<file path="config.mk">
export PLATFORM = sky130hd
export DESIGN_NAME = average_unpooling_flat
export DESIGN_NICKNAME = d
export VERILOG_FILES = /design/src/rtl/average_unpooling_if.sv /design/src/rtl/average_unpooling.sv /design/src/flat_wrapper.sv
export SDC_FILE = /design/constraint.sdc
export NUM_CORES = 1
export LEC_CHECK = 0
export CAP_MARGIN = 20
export CORE_ASPECT_RATIO = 0.7
export CORE_MARGIN = 2
export CORE_UTILIZATION = 50
export CTS_CLUSTER_SIZE = 30
export DETAILED_ROUTE_END_ITERATION = 16
export PLACE_DENSITY_LB_ADDON = 0.25
export SETUP_SLACK_MARGIN = 0.15
export SLEW_MARGIN = 25
export SYNTH_ARGS = -nofsm -noshare
export SYNTH_HDL_FRONTEND = slang
export SYNTH_SLANG_ARGS = --single-unit
</file>
<file path="constraint.sdc">
create_clock -name clk -period 31.4 [get_ports clk]
set_clock_uncertainty 0.2 [all_clocks]
set_input_delay 7.85 -clock clk [delete_from_list [all_inputs] [get_ports clk]]
set_output_delay 7.85 -clock clk [all_outputs]
set_load 0.005 [all_outputs]
</file>
<file path="src/rtl/average_unpooling_if.sv">
`default_nettype none
// ============================================================================
// Module      : average_unpooling_if
// Description : Job interface for average_unpooling. The master side issues
//               a start request with the pooled map. The slave side returns
//               the reconstructed map and a done flag.
// Revision    : 1.0 - initial release
// ----------------------------------------------------------------------------
// Signals:
//   start        master -> slave  request; only honoured while the block idles
//   input_data   master -> slave  pooled map, element (r,c) at
//                                 [(r*OUTPUT_W+c)*DATA_WIDTH +: DATA_WIDTH]
//   output_data  slave -> master  reconstructed map, element (r,c) at
//                                 [(r*W+c)*DATA_WIDTH +: DATA_WIDTH]
//   done         slave -> master  result valid; held until the next start
// ============================================================================
interface average_unpooling_if #(
  parameter int H          = 3,
  parameter int W          = 4,
  parameter int POOL_SIZE  = 2,
  parameter int S          = 1,
  parameter int OUTPUT_H   = ((H - POOL_SIZE) / S + 1),
  parameter int OUTPUT_W   = ((W - POOL_SIZE) / S + 1),
  parameter int DATA_WIDTH = 8
);
  logic                                       start;
  logic [0:DATA_WIDTH*OUTPUT_H*OUTPUT_W-1]    input_data;
  logic [0:DATA_WIDTH*H*W-1]                  output_data;
  logic                                       done;

  modport master (
    output start,
    output input_data,
    input  output_data,
    input  done
  );

  modport slave (
    input  start,
    input  input_data,
    output output_data,
    output done
  );
endinterface
`default_nettype wire

</file>
<file path="src/rtl/average_unpooling.sv">
`default_nettype none
// ============================================================================
// Module      : average_unpooling
// Description : Scatters every element of a pooled OUTPUT_H x OUTPUT_W map
//               back over its POOL_SIZE x POOL_SIZE window of an H x W map,
//               accumulating overlaps, then normalizes each pixel.
//               Default build: divide by the number of windows covering the
//               pixel. With macro AVG_UNPOOL_GRAD_EN defined: divide by
//               POOL_SIZE*POOL_SIZE (average-pooling backward pass).
//               Uncovered pixels always produce 0.
// Revision    : 1.0 - initial release
// ----------------------------------------------------------------------------
// Ports:
//   clk    input   rising-edge clock
//   rst_n  input   synchronous active-low reset
//   bus    slave   start / input_data in, output_data / done out
// Timing: start sampled at edge 0 -> done high after edge
//         OUTPUT_H*OUTPUT_W*POOL_SIZE^2 + H*W + 1.
// ============================================================================
module average_unpooling #(
  parameter int H          = 3,
  parameter int W          = 4,
  parameter int POOL_SIZE  = 2,
  parameter int S          = 1,
  parameter int OUTPUT_H   = ((H - POOL_SIZE) / S + 1),
  parameter int OUTPUT_W   = ((W - POOL_SIZE) / S + 1),
  parameter int DATA_WIDTH = 8
) (
  input  logic                clk,
  input  logic                rst_n,
  average_unpooling_if.slave  bus
);

  localparam int PP      = POOL_SIZE * POOL_SIZE;
  localparam int NIN     = OUTPUT_H * OUTPUT_W;
  localparam int NPIX    = H * W;
  localparam int ACC_W   = DATA_WIDTH + $clog2(PP);
  localparam int CNT_W   = $clog2(PP + 1);
  localparam int OH_W    = (OUTPUT_H > 1) ? $clog2(OUTPUT_H) : 1;
  localparam int OW_W    = (OUTPUT_W > 1) ? $clog2(OUTPUT_W) : 1;
  localparam int PI_W    = (POOL_SIZE > 1) ? $clog2(POOL_SIZE) : 1;
  localparam int IN_W    = (NIN > 1) ? $clog2(NIN) : 1;
  localparam int PIX_W   = (NPIX > 1) ? $clog2(NPIX) : 1;

  typedef enum logic [1:0] {
    ST_IDLE      = 2'd0,
    ST_SCATTER   = 2'd1,
    ST_NORMALIZE = 2'd2,
    ST_COMPLETE  = 2'd3
  } state_t;

  state_t                       state_q;
  logic [0:DATA_WIDTH*NIN-1]    latch_q;
  logic [ACC_W-1:0]             acc_q [NPIX];
  logic [CNT_W-1:0]             cnt_q [NPIX];
  logic [DATA_WIDTH-1:0]        out_q [NPIX];
  logic [OH_W-1:0]              oh_q;
  logic [OW_W-1:0]              ow_q;
  logic [PI_W-1:0]              i_q;
  logic [PI_W-1:0]              j_q;
  logic [PIX_W-1:0]             p_q;
  logic                         done_q;

  logic [DATA_WIDTH-1:0]        in_elem [NIN];
  logic [0:DATA_WIDTH*NPIX-1]   out_packed;
  logic [PIX_W-1:0]             tgt_pix;
  logic [IN_W-1:0]              win_idx;
  logic [ACC_W-1:0]             quot;

  // Unpack the latched pooled map and pack the result registers.
  always_comb begin
    for (int k = 0; k < NIN; k++) begin
      in_elem[k] = latch_q[k*DATA_WIDTH +: DATA_WIDTH];
    end
    out_packed = '0;
    for (int k = 0; k < NPIX; k++) begin
      out_packed[k*DATA_WIDTH +: DATA_WIDTH] = out_q[k];
    end
  end

  assign bus.output_data = out_packed;
  assign bus.done        = done_q;

  // Scatter target: pixel (oh*S+i, ow*S+j) receives pooled element (oh,ow).
  always_comb begin
    tgt_pix = PIX_W'(((int'(oh_q) * S) + int'(i_q)) * W + (int'(ow_q) * S) + int'(j_q));
    win_idx = IN_W'(int'(oh_q) * OUTPUT_W + int'(ow_q));
  end

  // Normalization quotient for pixel p. A zero count means no window reached
  // the pixel; its accumulator is also zero, so both modes return 0 there.
  always_comb begin
    quot = '0;
    if (cnt_q[p_q] != '0) begin
`ifdef AVG_UNPOOL_GRAD_EN
      quot = acc_q[p_q] / ACC_W'(PP);
`else
      quot = acc_q[p_q] / ACC_W'(cnt_q[p_q]);
`endif
    end
  end

  always_ff @(posedge clk) begin
    if (!rst_n) begin
      state_q <= ST_IDLE;
      latch_q <= '0;
      oh_q    <= '0;
      ow_q    <= '0;
      i_q     <= '0;
      j_q     <= '0;
      p_q     <= '0;
      done_q  <= 1'b0;
      for (int k = 0; k < NPIX; k++) begin
        acc_q[k] <= '0;
        cnt_q[k] <= '0;
        out_q[k] <= '0;
      end
    end else begin
      case (state_q)
        ST_IDLE: begin
          if (bus.start) begin
            latch_q <= bus.input_data;
            oh_q    <= '0;
            ow_q    <= '0;
            i_q     <= '0;
            j_q     <= '0;
            p_q     <= '0;
            done_q  <= 1'b0;
            for (int k = 0; k < NPIX; k++) begin
              acc_q[k] <= '0;
              cnt_q[k] <= '0;
            end
            state_q <= ST_SCATTER;
          end
        end

        ST_SCATTER: begin
          acc_q[tgt_pix] <= acc_q[tgt_pix] + ACC_W'(in_elem[win_idx]);
          cnt_q[tgt_pix] <= cnt_q[tgt_pix] + CNT_W'(1);
          // Nested odometer: j fastest, then i, ow, oh.
          if (j_q != PI_W'(POOL_SIZE - 1)) begin
            j_q <= j_q + PI_W'(1);
          end else begin
            j_q <= '0;
            if (i_q != PI_W'(POOL_SIZE - 1)) begin
              i_q <= i_q + PI_W'(1);
            end else begin
              i_q <= '0;
              if (ow_q != OW_W'(OUTPUT_W - 1)) begin
                ow_q <= ow_q + OW_W'(1);
              end else begin
                ow_q <= '0;
                if (oh_q != OH_W'(OUTPUT_H - 1)) begin
                  oh_q <= oh_q + OH_W'(1);
                end else begin
                  oh_q    <= '0;
                  p_q     <= '0;
                  state_q <= ST_NORMALIZE;
                end
              end
            end
          end
        end

        ST_NORMALIZE: begin
          // The quotient is bounded by the largest input, so it fits.
          out_q[p_q] <= DATA_WIDTH'(quot);
          if (p_q != PIX_W'(NPIX - 1)) begin
            p_q <= p_q + PIX_W'(1);
          end else begin
            p_q     <= '0;
            state_q <= ST_COMPLETE;
          end
        end

        ST_COMPLETE: begin
          done_q  <= 1'b1;
          state_q <= ST_IDLE;
        end

        default: state_q <= ST_IDLE;
      endcase
    end
  end

endmodule
`default_nettype wire

</file>
<file path="src/flat_wrapper.sv">
// flat-port wrapper written by rule: the top's interface ports become plain ports
module average_unpooling_flat 
#(
  parameter int H          = 3,
  parameter int W          = 4,
  parameter int POOL_SIZE  = 2,
  parameter int S          = 1,
  parameter int OUTPUT_H   = ((H - POOL_SIZE) / S + 1),
  parameter int OUTPUT_W   = ((W - POOL_SIZE) / S + 1),
  parameter int DATA_WIDTH = 8
)
  (clk, rst_n, bus_start, bus_input_data, bus_output_data, bus_done);
  average_unpooling_if #(.H(H), .W(W), .POOL_SIZE(POOL_SIZE), .S(S), .OUTPUT_H(OUTPUT_H), .OUTPUT_W(OUTPUT_W), .DATA_WIDTH(DATA_WIDTH)) bus_i ();
  input  logic clk;
  input  logic rst_n;
  input wire logic [$bits(bus_i.start)-1:0] bus_start;
  input wire logic [$bits(bus_i.input_data)-1:0] bus_input_data;
  output wire logic [$bits(bus_i.output_data)-1:0] bus_output_data;
  output wire logic [$bits(bus_i.done)-1:0] bus_done;
  assign bus_i.start = bus_start;
  assign bus_i.input_data = bus_input_data;
  assign bus_output_data = bus_i.output_data;
  assign bus_done = bus_i.done;
  average_unpooling #(.H(H), .W(W), .POOL_SIZE(POOL_SIZE), .S(S), .OUTPUT_H(OUTPUT_H), .OUTPUT_W(OUTPUT_W), .DATA_WIDTH(DATA_WIDTH)) u_core (.clk(clk), .rst_n(rst_n), .bus(bus_i));
endmodule
</file>
* Yosys cells after proc, flatten, opt, wreduce, memory -nomap -nowiden
Memory sizes are Yosys's and may differ from the RTL's. A register that Yosys moved wholly into a read port is not among the register bits.
Cells that the tools add are included.
** Storage, ports and cells
- Register bits after elaboration :: 60
- Memory bits (writable) :: 252
- Bits of input ports :: 51
- Output and inout bits :: 97
- Word-level logic and storage cells :: 160
- Memories kept :: 3
** Memories
- u_core.acc_q :: words 12, width 10, rd ports 2, clocked after memory_dff 1, write ports 12, RTL line average_unpooling.sv:54 : logic [ACC_W-1:0] acc_q [NPIX];
- u_core.out_q :: words 12, width 8, rd ports 12, clocked after memory_dff 0, write ports 12, RTL line average_unpooling.sv:56 : logic [DATA_WIDTH-1:0] out_q [NPIX];
- u_core.cnt_q :: words 12, width 3, rd ports 2, clocked after memory_dff 1, write ports 12, RTL line average_unpooling.sv:55 : logic [CNT_W-1:0] cnt_q [NPIX];
** Cells by class
- $add $sub $neg :: 11
- Multiply operators :: 1
- Div/mod/pow operators :: 1
- $lt $le $gt $ge :: 1
- Equality and inequality tests :: 11
- Multiplexer cells :: 83
- Bitwise operators :: 25
- Reductions and logical operators :: 16
** Operators with widths (count)
- 2-to-1 mux 10 bit :: 13
- 2-to-1 mux 4 bit :: 13
- 2-to-1 mux 3 bit :: 13
- 2-to-1 mux 8 bit :: 4
- binary-select mux 8 bit (select 3 bit) :: 1
- bitwise OR 1 bit :: 24
- 2-to-1 mux 1 bit :: 22
- 2-to-1 mux 2 bit :: 10
- case mux 4 bit (3 select lines) :: 1
- AND reduction 6 bit :: 2
- adder 10 x 8 -> 10 bit :: 1
- divider 10 x 3 -> 10 bit :: 1
- OR reduction 10 bit :: 1
- != test 2 bit, second input constant :: 4
- case mux 1 bit (2 select lines) :: 4
- case mux 2 bit (4 select lines) :: 1
- OR reduction 8 bit :: 1
- != test 2 x 1 -> 1 bit, second input constant :: 3
- AND reduction 2 bit :: 3
- nonzero test 3 bit :: 2
- AND reduction 5 bit :: 1
- adder 4 x 1 -> 4 bit, second input constant :: 1
- adder 4 x 2 -> 4 bit :: 1
- adder 4 x 3 -> 4 bit :: 1
- other kinds (17) :: 21

* Depth between registers and ports, before layout
- Depth in word-level cells :: 8
- Mapped depth :: 73
- Gate-level depth less buffers :: 67

* Worst setup path after synthesis
No wires, ideal clock.
- Path type :: register -> register
- Start point :: reg (tool-made name)
- End point :: mem u_core.out_q[0][0], data pin
- Data arrival time :: 14.754 ns
- Data required time :: 30.938 ns
- Setup slack :: 16.184 ns
- Cell stages (with the launch flop) :: 73
- Buffers on the path :: 7
- Cells stage by stage :: dfxtp_1 clkbuf_1 buf_4 buf_4 buf_2 buf_1 mux4_2 mux4_2 inv_1 ha_1 and3_1 nor2_1 ha_1 nand2_1 mux2_2 nor2_1 nor3_2 ha_1 [... 37 more ...] a21boi_2 nand3_4 a21oi_1 ha_1 o21ai_0 nand2b_1 a21oi_1 and2_1 o211ai_4 nor2_1 a21oi_1 ha_1 a21o_1 a21oi_1 nand4_1 a221oi_4 buf_6 a21oi_1
** RTL lines (RTL line)
- to (decl) :: average_unpooling.sv:56

==> summary.md <==
| Metric | Value |
|---|---|
| Fin. Hold Viols | `0` |
| Post-synth EDFFs | `304` |
| Top_reg_cell synth | `edfxtp_1` |
| Gr usage total | `26.4%` |
| Synth Cell Area | `19,100 um2` |
| Seq/Total Area, Yosys | `54.6%` |
| Synth area leader | `edfxtp_1` |
| DRT antenna net count | `0` |
| Sum Neg Setup Slack | `0 ns` |
| Multiplexer area fraction after synthesis | `16.6%` |
| Final wirelength | `51,900 um` |
| #FFs+latches synth | `368` |
| Mapped Avg Cell Area | `12.3 um2` |
| Vias in the first global route | `13,300` |
| Outcome | `finished, final reports clean` |
| Post-synthesis adder-cell area fraction | `3.59%` |
| Cts hold-fix bufs | `0` |
| R2R Path End | `u_core.out_q[2][0]$_SDFFCE_PN0P_` |
| Placeable Area | `37,400 um2` |
| Antenna diode count | `0` |
| Critical Path Max Stage Delay | `0.79 ns` |
| GRT Residual Overflow | `0` |
| WL/cell | `23.8 um` |
| FMAX | `59.1 MHz` |
| Share of cells above drive strength 1 | `14.5%` |
| CTS max path bufs | `3` |
| Vias per cell | `6.20` |
| Fillers | `2,916` |
| Clock latency on the worst-skew pair | `0.55 ns` |
| WP data required | `31.47 ns` |
| Compound-Gate Fraction of Synth Area | `8.41%` |
| Synth top area cells | `edfxtp_1 48%, mux4_2 13%, dfxtp_1 6.7%` |
| Die Y | `167 um` |
| Starting DRT DRC Count | `1,737` |
| Post-synthesis simple-gate area fraction | `12.6%` |
| First-pass GRT wire length | `79,800 um` |
| R2R setup slack | `14.49 ns` |
| Initial core utilization | `51.1%` |
| Clk root buf | `clkbuf_16` |
| Worst setup path end | `u_core.out_q[2][0]$_SDFFCE_PN0P_` |
| Final slew viol count | `0` |
| Yosys top cell area share | `47.8%` |
| Min cycle time layout | `16.91 ns` |
| H-Tree Depth | `2` |
| Worst Hold Depth | `2` |
| Clock Sinks | `368` |
| Most frequent cells in the layout | `304 x edfxtp_1, 282 x nor2_1, 180 x nand2_1` |
| Routability cong. | `0.895` |
| Final setup violation count | `0` |
| Mapped Cells | `1,557` |
| Die Area | `39,800 um2` |
| Crit start category | `flop` |
| Unique masters post-synth | `73` |
| IO buf count | `147` |
| IO Pins | `148` |
| Tightest Pin Transition | `1.06 ns` |
| Syn_nets | `1,659` |
| Crit. End Element | `flop` |
| Largest net degree at the start of global routing | `79` |
| Die width | `237 um` |
| Multi-input logic area | `8120 um2` |
| Hpwl dp | `35,100 um` |
| CP arrival | `16.98 ns` |
| Num rows | `59` |
| Area share of xor/xnor cells in the synthesized design | `1.15%` |
| Sequential cell area | `10,400 um2` |
| Main combinational cell family by area after synthesis | `multiplexers` |
| Most used cell, CP | `ha_1` |
| Initial antenna violation count | `1` |
| CTS tree | `done` |
| Slew HR | `29.4%` |
| Commonest non-fill, non-tap cell in the layout | `edfxtp_1` |
| MaxCap Viol Count | `0` |
| Drt drc | `0` |
| DR vias | `13,500` |
| Setup repair after global routing missed its margin | `false` |
| Slowest stage cell, crit path | `buf_4` |
| Asr flop ratio synth | `0%` |
| Postcts setup bufs | `0` |
| Critical path class | `flop to flop` |
| Nets | `1,764` |
| Post-cts sizing count | `0` |
| Syn-to-layout area delta | `16.1%` |
| Clock buffer count from CTS | `38` |
| Synth Warn # | `0` |
| Worst-path clk slew | `0.06 ns` |
| Max Fanout on Critical Path | `50` |
| Final worst-path cycle share | `53.8%` |
| Initial DRT Pass Iterations | `5` |
| R2R cell count | `65` |
| Type of the worst min-delay path | `flop to flop` |
state kept, by name (all words and copies together) (netlist names), named ones only:
| signal | cells |
|---|---|
| u_core.bus.done | 1 |
| u_core.p_q | 4 |
| u_core.i_q | 1 |
| u_core.acc_q | 160 |
| u_core.oh_q | 1 |
| u_core.cnt_q | 48 |
| u_core.in_elem | 48 |
| u_core.ow_q | 2 |
| u_core.state_q | 2 |
| u_core.j_q | 1 |
| u_core.out_q | 96 |
layer usage:
layer	up-vias	global-route usage (%)	share of wire, %
li1	5953	-	-
met1	6714	39.6	44
met2	771	37.2	42
met3	83	7.76	12
met4	0	8.07	2.5
met5	-	0	0
cells in the mapped netlist, types with 14 or more instances:
library cell,count
edfxtp_1,304
nor2_1,282
nand2_1,180
mux4_2,114
clkbuf_1,83
dfxtp_1,64
a21boi_0,52
inv_1,50
ha_1,49
mux2i_1,41
a21oi_1,35
nand3_1,26
o21ai_0,24
mux2_2,15
a221oi_1,14
xnor2_1,14
kinds of logic (layout without fill, tap and decap cells):
family,count (synthesis),count (layout)
AOI/OAI and AO/OA,216,216
and+or+nand+nor,569,569
adders and majority gates,54,54
xor gates and xnor gates,25,25
muxes,171,171
buffers and inverters,154,289
DFF,368,368
through the flow:
| step | util [%] | setup slack, ns | cell area [um2] | hold WS, ns | cells |
|---|---|---|---|---|---|
| 6_report | 59.3 | 14.49 | 22200 | 0.262 | 2180 |
| 5_1_grt | 59.3 | 13.17 | 22200 | 0.283 | 2180 |
| 4_1_cts | 59.3 | 14.78 | 22100 | 0.267 | 2180 |
| 3_5_place_dp | 56.1 | 14.82 | 21000 | 0.258 | 2110 |
| 3_3_place_gp | 56.0 | 15.60 | 20900 | 0.248 | 2109 |
| 2_1_floorplan | - | 16.18 | 19100 | 0.240 | 1557 |
worst min path at each step:
stage,start,endpoint
after floorplan,u_core.in_elem[31]$_SDFFE_PN0P_,u_core.in_elem[31]$_SDFFE_PN0P_
after global placement,u_core.bus.done$_SDFFE_PN0P_,u_core.bus.done$_SDFFE_PN0P_
after detailed placement,u_core.in_elem[20]$_SDFFE_PN0P_,u_core.in_elem[20]$_SDFFE_PN0P_
after CTS,u_core.in_elem[9]$_SDFFE_PN0P_,u_core.in_elem[9]$_SDFFE_PN0P_
after global routing,u_core.in_elem[33]$_SDFFE_PN0P_,u_core.in_elem[33]$_SDFFE_PN0P_
final,u_core.in_elem[20]$_SDFFE_PN0P_,u_core.in_elem[20]$_SDFFE_PN0P_
critical path: cells and delay by family (launching register included):
family | cells | cell delay, ns
AOI/OAI and AO/OA | 29 | 7.16
and+or+nand+nor | 18 | 3.31
adders and majority gates | 10 | 2.94
muxes | 4 | 1.44
buffers and inverters | 4 | 1.05
DFF | 1 | 0.45
cell type report:
class / instances / area share [%]
well taps: 488 / 2.76
clock inverters: 20 / 0.700
inverters: 52 / 0.881
repair buffers: 167 / 7.33
multi-input cells: 1035 / 36.6
flip-flops and latches: 368 / 47.0
clock buffers: 50 / 4.68
Power is left out: the tool's default activity adds up to more than one toggle a clock period on the data nets, which glitch-free logic cannot reach.
==> variant 1, RTL diff (config.mk and constraints unchanged) <==
`H` is set to 3 in 3 places; all go to 6.
--- a/src/rtl/average_unpooling_if.sv
+++ b/src/rtl/average_unpooling_if.sv
@@ -15,7 +15,7 @@
 //   done         slave -> master  result valid; held until the next start
 // ============================================================================
 interface average_unpooling_if #(
-  parameter int H          = 3,
+  parameter int H          = 6,
   parameter int W          = 4,
   parameter int POOL_SIZE  = 2,
   parameter int S          = 1,
--- a/src/rtl/average_unpooling.sv
+++ b/src/rtl/average_unpooling.sv
@@ -18,7 +18,7 @@
 //         OUTPUT_H*OUTPUT_W*POOL_SIZE^2 + H*W + 1.
 // ============================================================================
 module average_unpooling #(
-  parameter int H          = 3,
+  parameter int H          = 6,
   parameter int W          = 4,
   parameter int POOL_SIZE  = 2,
   parameter int S          = 1,
--- a/src/flat_wrapper.sv
+++ b/src/flat_wrapper.sv
@@ -1,7 +1,7 @@
 // flat-port wrapper written by rule: the top's interface ports become plain ports
 module average_unpooling_flat 
 #(
-  parameter int H          = 3,
+  parameter int H          = 6,
   parameter int W          = 4,
   parameter int POOL_SIZE  = 2,
   parameter int S          = 1,
Interface: changed (resized bus_input_data and bus_output_data); port bits go from 148 to 316. The function was not compared with the original's and may differ.
==> variant 1 against the unedited design <==
Worst setup slack worse by 2.3 ns. Global-route usage is 2.8 points higher. Core utilization is 0.15 points higher. Cell area is 96% higher. Synthesized cell count is 85% higher. Routed wire length is 110% higher. Sequential cell count is 380 higher. Synthesized area is 92% higher. Maximum frequency is 12% lower.
Power is left out: the tool's default activity adds up to more than one toggle a clock period on the data nets, which glitch-free logic cannot reach.
==> variant 1: results (changes against the unedited design) <==
[run_status]
status=completed

[routing]
detailroute.wirelength.met3_mm=13.7  ; +130%
avgRoutedWirePerCell_um=26.8  ; +13%
drtPass1Iterations=8  ; +3
detailroute.wirelength.met2_mm=49.1  ; +120%
finalWirelength_mm=111  ; +110%
detail_route.wirelength.met1_mm=44.6  ; +97%
dr.first_iter.drc_count=3620  ; +110%

[timing]
post_route_worst_hold_slack_ns=0.263  ; +0.000959 ns
period_needed_ns=19.18  ; +2.28 ns

[cells_and_area]
number_of_flip_flops_under_the_largest_register_name=320  ; +100%
final.fill_count=5618  ; +93%
fin_nets=3275  ; +86%
drive_gt1_frac=0.157  ; +0.0118

[global_route]
grt_pass1_vias=25300  ; +91%
global_route_wire_length_before_repair_mm=164  ; +110%
antenna_found_initial=2  ; +1
grt.met3_usage=0.0861  ; +0.00845
use_met2=0.430  ; +0.0582
maximum_number_of_pins_on_one_net_before_global_route_repair=112  ; +42%
grt_util_met1=0.420  ; +0.0244
global_route.usage.total=0.292  ; +0.0275

[worst_hold_path]
min_from=u_core.in_elem[25]$_SDFFE_PN0P_

[clock_network]
clock_insertion_delay_worst_skew_ns=0.64  ; +0.09 ns

[place]
placedInstanceArea_sq_mm=0.0407  ; +94%
post-place-cells=3994  ; +89%
gp_routability_congestion=0.901  ; +0.68%
dpl.hpwl_mm=74.7  ; +110%
place.port_buffers=315  ; +110%

[logic_synthesis]
muxShareOfSynthArea=0.165  ; about the same
post_synth_xor_area_fraction=0.00550  ; -0.00598
synth_adder_area_share=0.0207  ; -0.0152
synth_compound_area_frac=0.0726  ; -0.0115
synth_seq_area_share=0.575  ; +0.0293
post_synth_most_frequent_cells=sky130_fd_sc_hd__edfxtp_1 (608), sky130_fd_sc_hd__nor2_1 (443), sky130_fd_sc_hd__nand2_1 (399), sky130_fd_sc_hd__mux4_2 (236), sky130_fd_sc_hd__clkbuf_1 (180)
postSynthAreaPerCell_sq_um=12.7  ; +4.0%
syn_nets=3054  ; +84%
synth.top_cells.by_area=sky130_fd_sc_hd__edfxtp_1 (50%), sky130_fd_sc_hd__mux4_2 (15%), sky130_fd_sc_hd__dfxtp_1 (7.6%)

[worst_setup_path]
cpPeakStageDelay_ns=0.75  ; -0.04 ns
cp-endpoint=u_core.out_q[23][0]$_SDFFCE_PN0P_
endpoint_of_the_worst_slack_reg_to_reg_timing_path=u_core.out_q[23][0]$_SDFFCE_PN0P_
reg2reg_slack_ns=12.22  ; -2.28 ns
arrival_ns=19.34  ; +2.36 ns
slowest_cp_cell=sky130_fd_sc_hd__dfxtp_4
reg2reg_depth=77  ; +18%
timing.critical_path.max_delay_family=simple AND/OR/NAND/NOR gates

[variant 1: changes by cell type in the layout (fill, tap and decap cells not counted), moves of 32 or more]
cell / before / now
sky130_fd_sc_hd__nand2_1: 180 / 397
sky130_fd_sc_hd__edfxtp_1: 304 / 608
sky130_fd_sc_hd__clkdlybuf4s50_1: 146 / 314
sky130_fd_sc_hd__and3_1: 9 / 81
sky130_fd_sc_hd__dfxtp_1: 62 / 137
sky130_fd_sc_hd__mux4_2: 114 / 236
sky130_fd_sc_hd__nor2_1: 282 / 432
sky130_fd_sc_hd__o22ai_1: 11 / 43
sky130_fd_sc_hd__clkbuf_16: 39 / 78
sky130_fd_sc_hd__a21boi_0: 52 / 127
[variant 1: layout make-up]
type                            count  area share
Sequential cell                   748       0.486
Multi-Input combinational cell   1863       0.340
Clock buffer                       94      0.0469
Clock inverter                     42      0.0122
Tap cell                          977      0.0282
Inverter                           42     0.00364
Timing Repair Buffer              366      0.0833
==> variant 2, RTL diff (config.mk and constraints unchanged) <==
Made on the original files. Re-encode `state_t` (4 states) as one-hot, 4 bits wide.
--- a/src/rtl/average_unpooling.sv
+++ b/src/rtl/average_unpooling.sv
@@ -42,11 +42,11 @@
   localparam int IN_W    = (NIN > 1) ? $clog2(NIN) : 1;
   localparam int PIX_W   = (NPIX > 1) ? $clog2(NPIX) : 1;
 
-  typedef enum logic [1:0] {
-    ST_IDLE      = 2'd0,
-    ST_SCATTER   = 2'd1,
-    ST_NORMALIZE = 2'd2,
-    ST_COMPLETE  = 2'd3
+  typedef enum logic [3:0] {
+    ST_IDLE      = 4'b0001,
+    ST_SCATTER   = 4'b0010,
+    ST_NORMALIZE = 4'b0100,
+    ST_COMPLETE  = 4'b1000
   } state_t;
 
   state_t                       state_q;
Check against the original RTL: same outputs for any inputs over 4 cycles, from zero or initial values and one cycle with rst_n low; so few cycles prove little.
==> variant 2 against the unedited design <==
Routed wire length rose by 0.99%. Sequential cell count rose by 2. Via count rose by 2.3%. Cell area rose by 1.3%. Synthesized area rose by 1.3%. Final cell count rose by 2.8%. Count of clock-buffer cells in the layout fell by 4. Worst setup slack got worse by 1.1 ns. Global-route usage fell by 0.085 points. Critical path type unchanged. Critical endpoint is now u_core.out_q[3][0]$_SDFFCE_PN0P_.
Power is not shown: default switching activity piles up to over one toggle a cycle in this logic, so the estimate is an artifact.
==> variant 2: results (changes against the unedited design) <==
[run_status]
status=completed

[logic_synthesis]
synthFlopType=sky130_fd_sc_hd__edfxtp_1
syn-instance-count=1606  ; +3.1%
synth_seq_area_share=0.541  ; -0.00468
syn_nets=1704  ; +2.7%
synth.top_cells.by_area=sky130_fd_sc_hd__edfxtp_1 (47%), sky130_fd_sc_hd__mux4_2 (13%), sky130_fd_sc_hd__dfxtp_1 (6.8%)
post_synth_most_frequent_cells=sky130_fd_sc_hd__edfxtp_1 (304), sky130_fd_sc_hd__nor2_1 (294), sky130_fd_sc_hd__nand2_1 (183), sky130_fd_sc_hd__mux4_2 (110), sky130_fd_sc_hd__clkbuf_1 (82)
yosysUniqueCellTypes=87  ; +19%

[worst_setup_path]
endpoint_of_the_worst_slack_reg_to_reg_timing_path=u_core.out_q[3][0]$_SDFFCE_PN0P_
arrival_ns=18.09  ; +1.11 ns
cpPeakStageDelay_ns=0.58  ; -0.21 ns
reg2reg_depth=74  ; +14%
cp_max_fo=47  ; -6.0%

[place]
post-place-cells=2172  ; +2.9%
gp_routability_congestion=0.893  ; -0.28%
dpl.hpwl_mm=34.9  ; -0.49%
placedInstanceArea_sq_mm=0.0212  ; +1.4%
dp_worst_setup_slack_ns=13.42  ; -1.41 ns

[cells_and_area]
drive_gt1_frac=0.151  ; +0.00600
register_area_sq_mm=0.0105  ; +0.38%
final.fill_count=3060  ; +4.9%

[global_route]
global_route_wire_length_before_repair_mm=80.5  ; +0.87%
global_route.usage.total=0.263  ; -0.000853
grt_pass1_vias=13500  ; +1.5%

[routing]
dr.first_iter.drc_count=1677  ; -3.5%
finalWirelength_mm=52.4  ; +0.99%
routed_via_density=6.18  ; -0.40%
via_count=13800  ; +2.3%

[clock_network]
clock_insertion_delay_worst_skew_ns=0.54

[timing]
worst_slew_margin_rel=0.295  ; +0.000773
post_route_worst_hold_slack_ns=0.267  ; +0.00479 ns
maxClockFrequency_mhz=55.5  ; -6.1%

[worst_hold_path]
hold_end=u_core.in_elem[25]$_SDFFE_PN0P_
min_from=u_core.in_elem[25]$_SDFFE_PN0P_

variant 2: kinds of logic (layout without fill, tap and decap cells):
logic type      after synthesis  in the layout  synth area share
simple gates                608            608             0.135
flops                       370            370             0.541
compound gates              245            245            0.0932
mux                         168            168             0.160
buf+inv                     148            286            0.0310
fa+ha+maj                    47             47            0.0312
xor+xnor                     20             20           0.00907
variant 2: layout make-up:
type | count | area share
flip-flops and latches | 370 | 0.466
multi-input cells | 1088 | 0.372
repair buffers | 173 | 0.0746
clock buffers | 46 | 0.0442
well taps | 496 | 0.0277
clock inverters | 21 | 0.00775
inverters | 46 | 0.00770
variant 2: routing by layer:
layer,track usage,vias up,wire length (um)
li1,-,6145,-
met1,0.396,6842,22500
met2,0.383,767,22600
met3,0.0700,82,6100
met4,0.0633,2,1140
met5,0,-,13
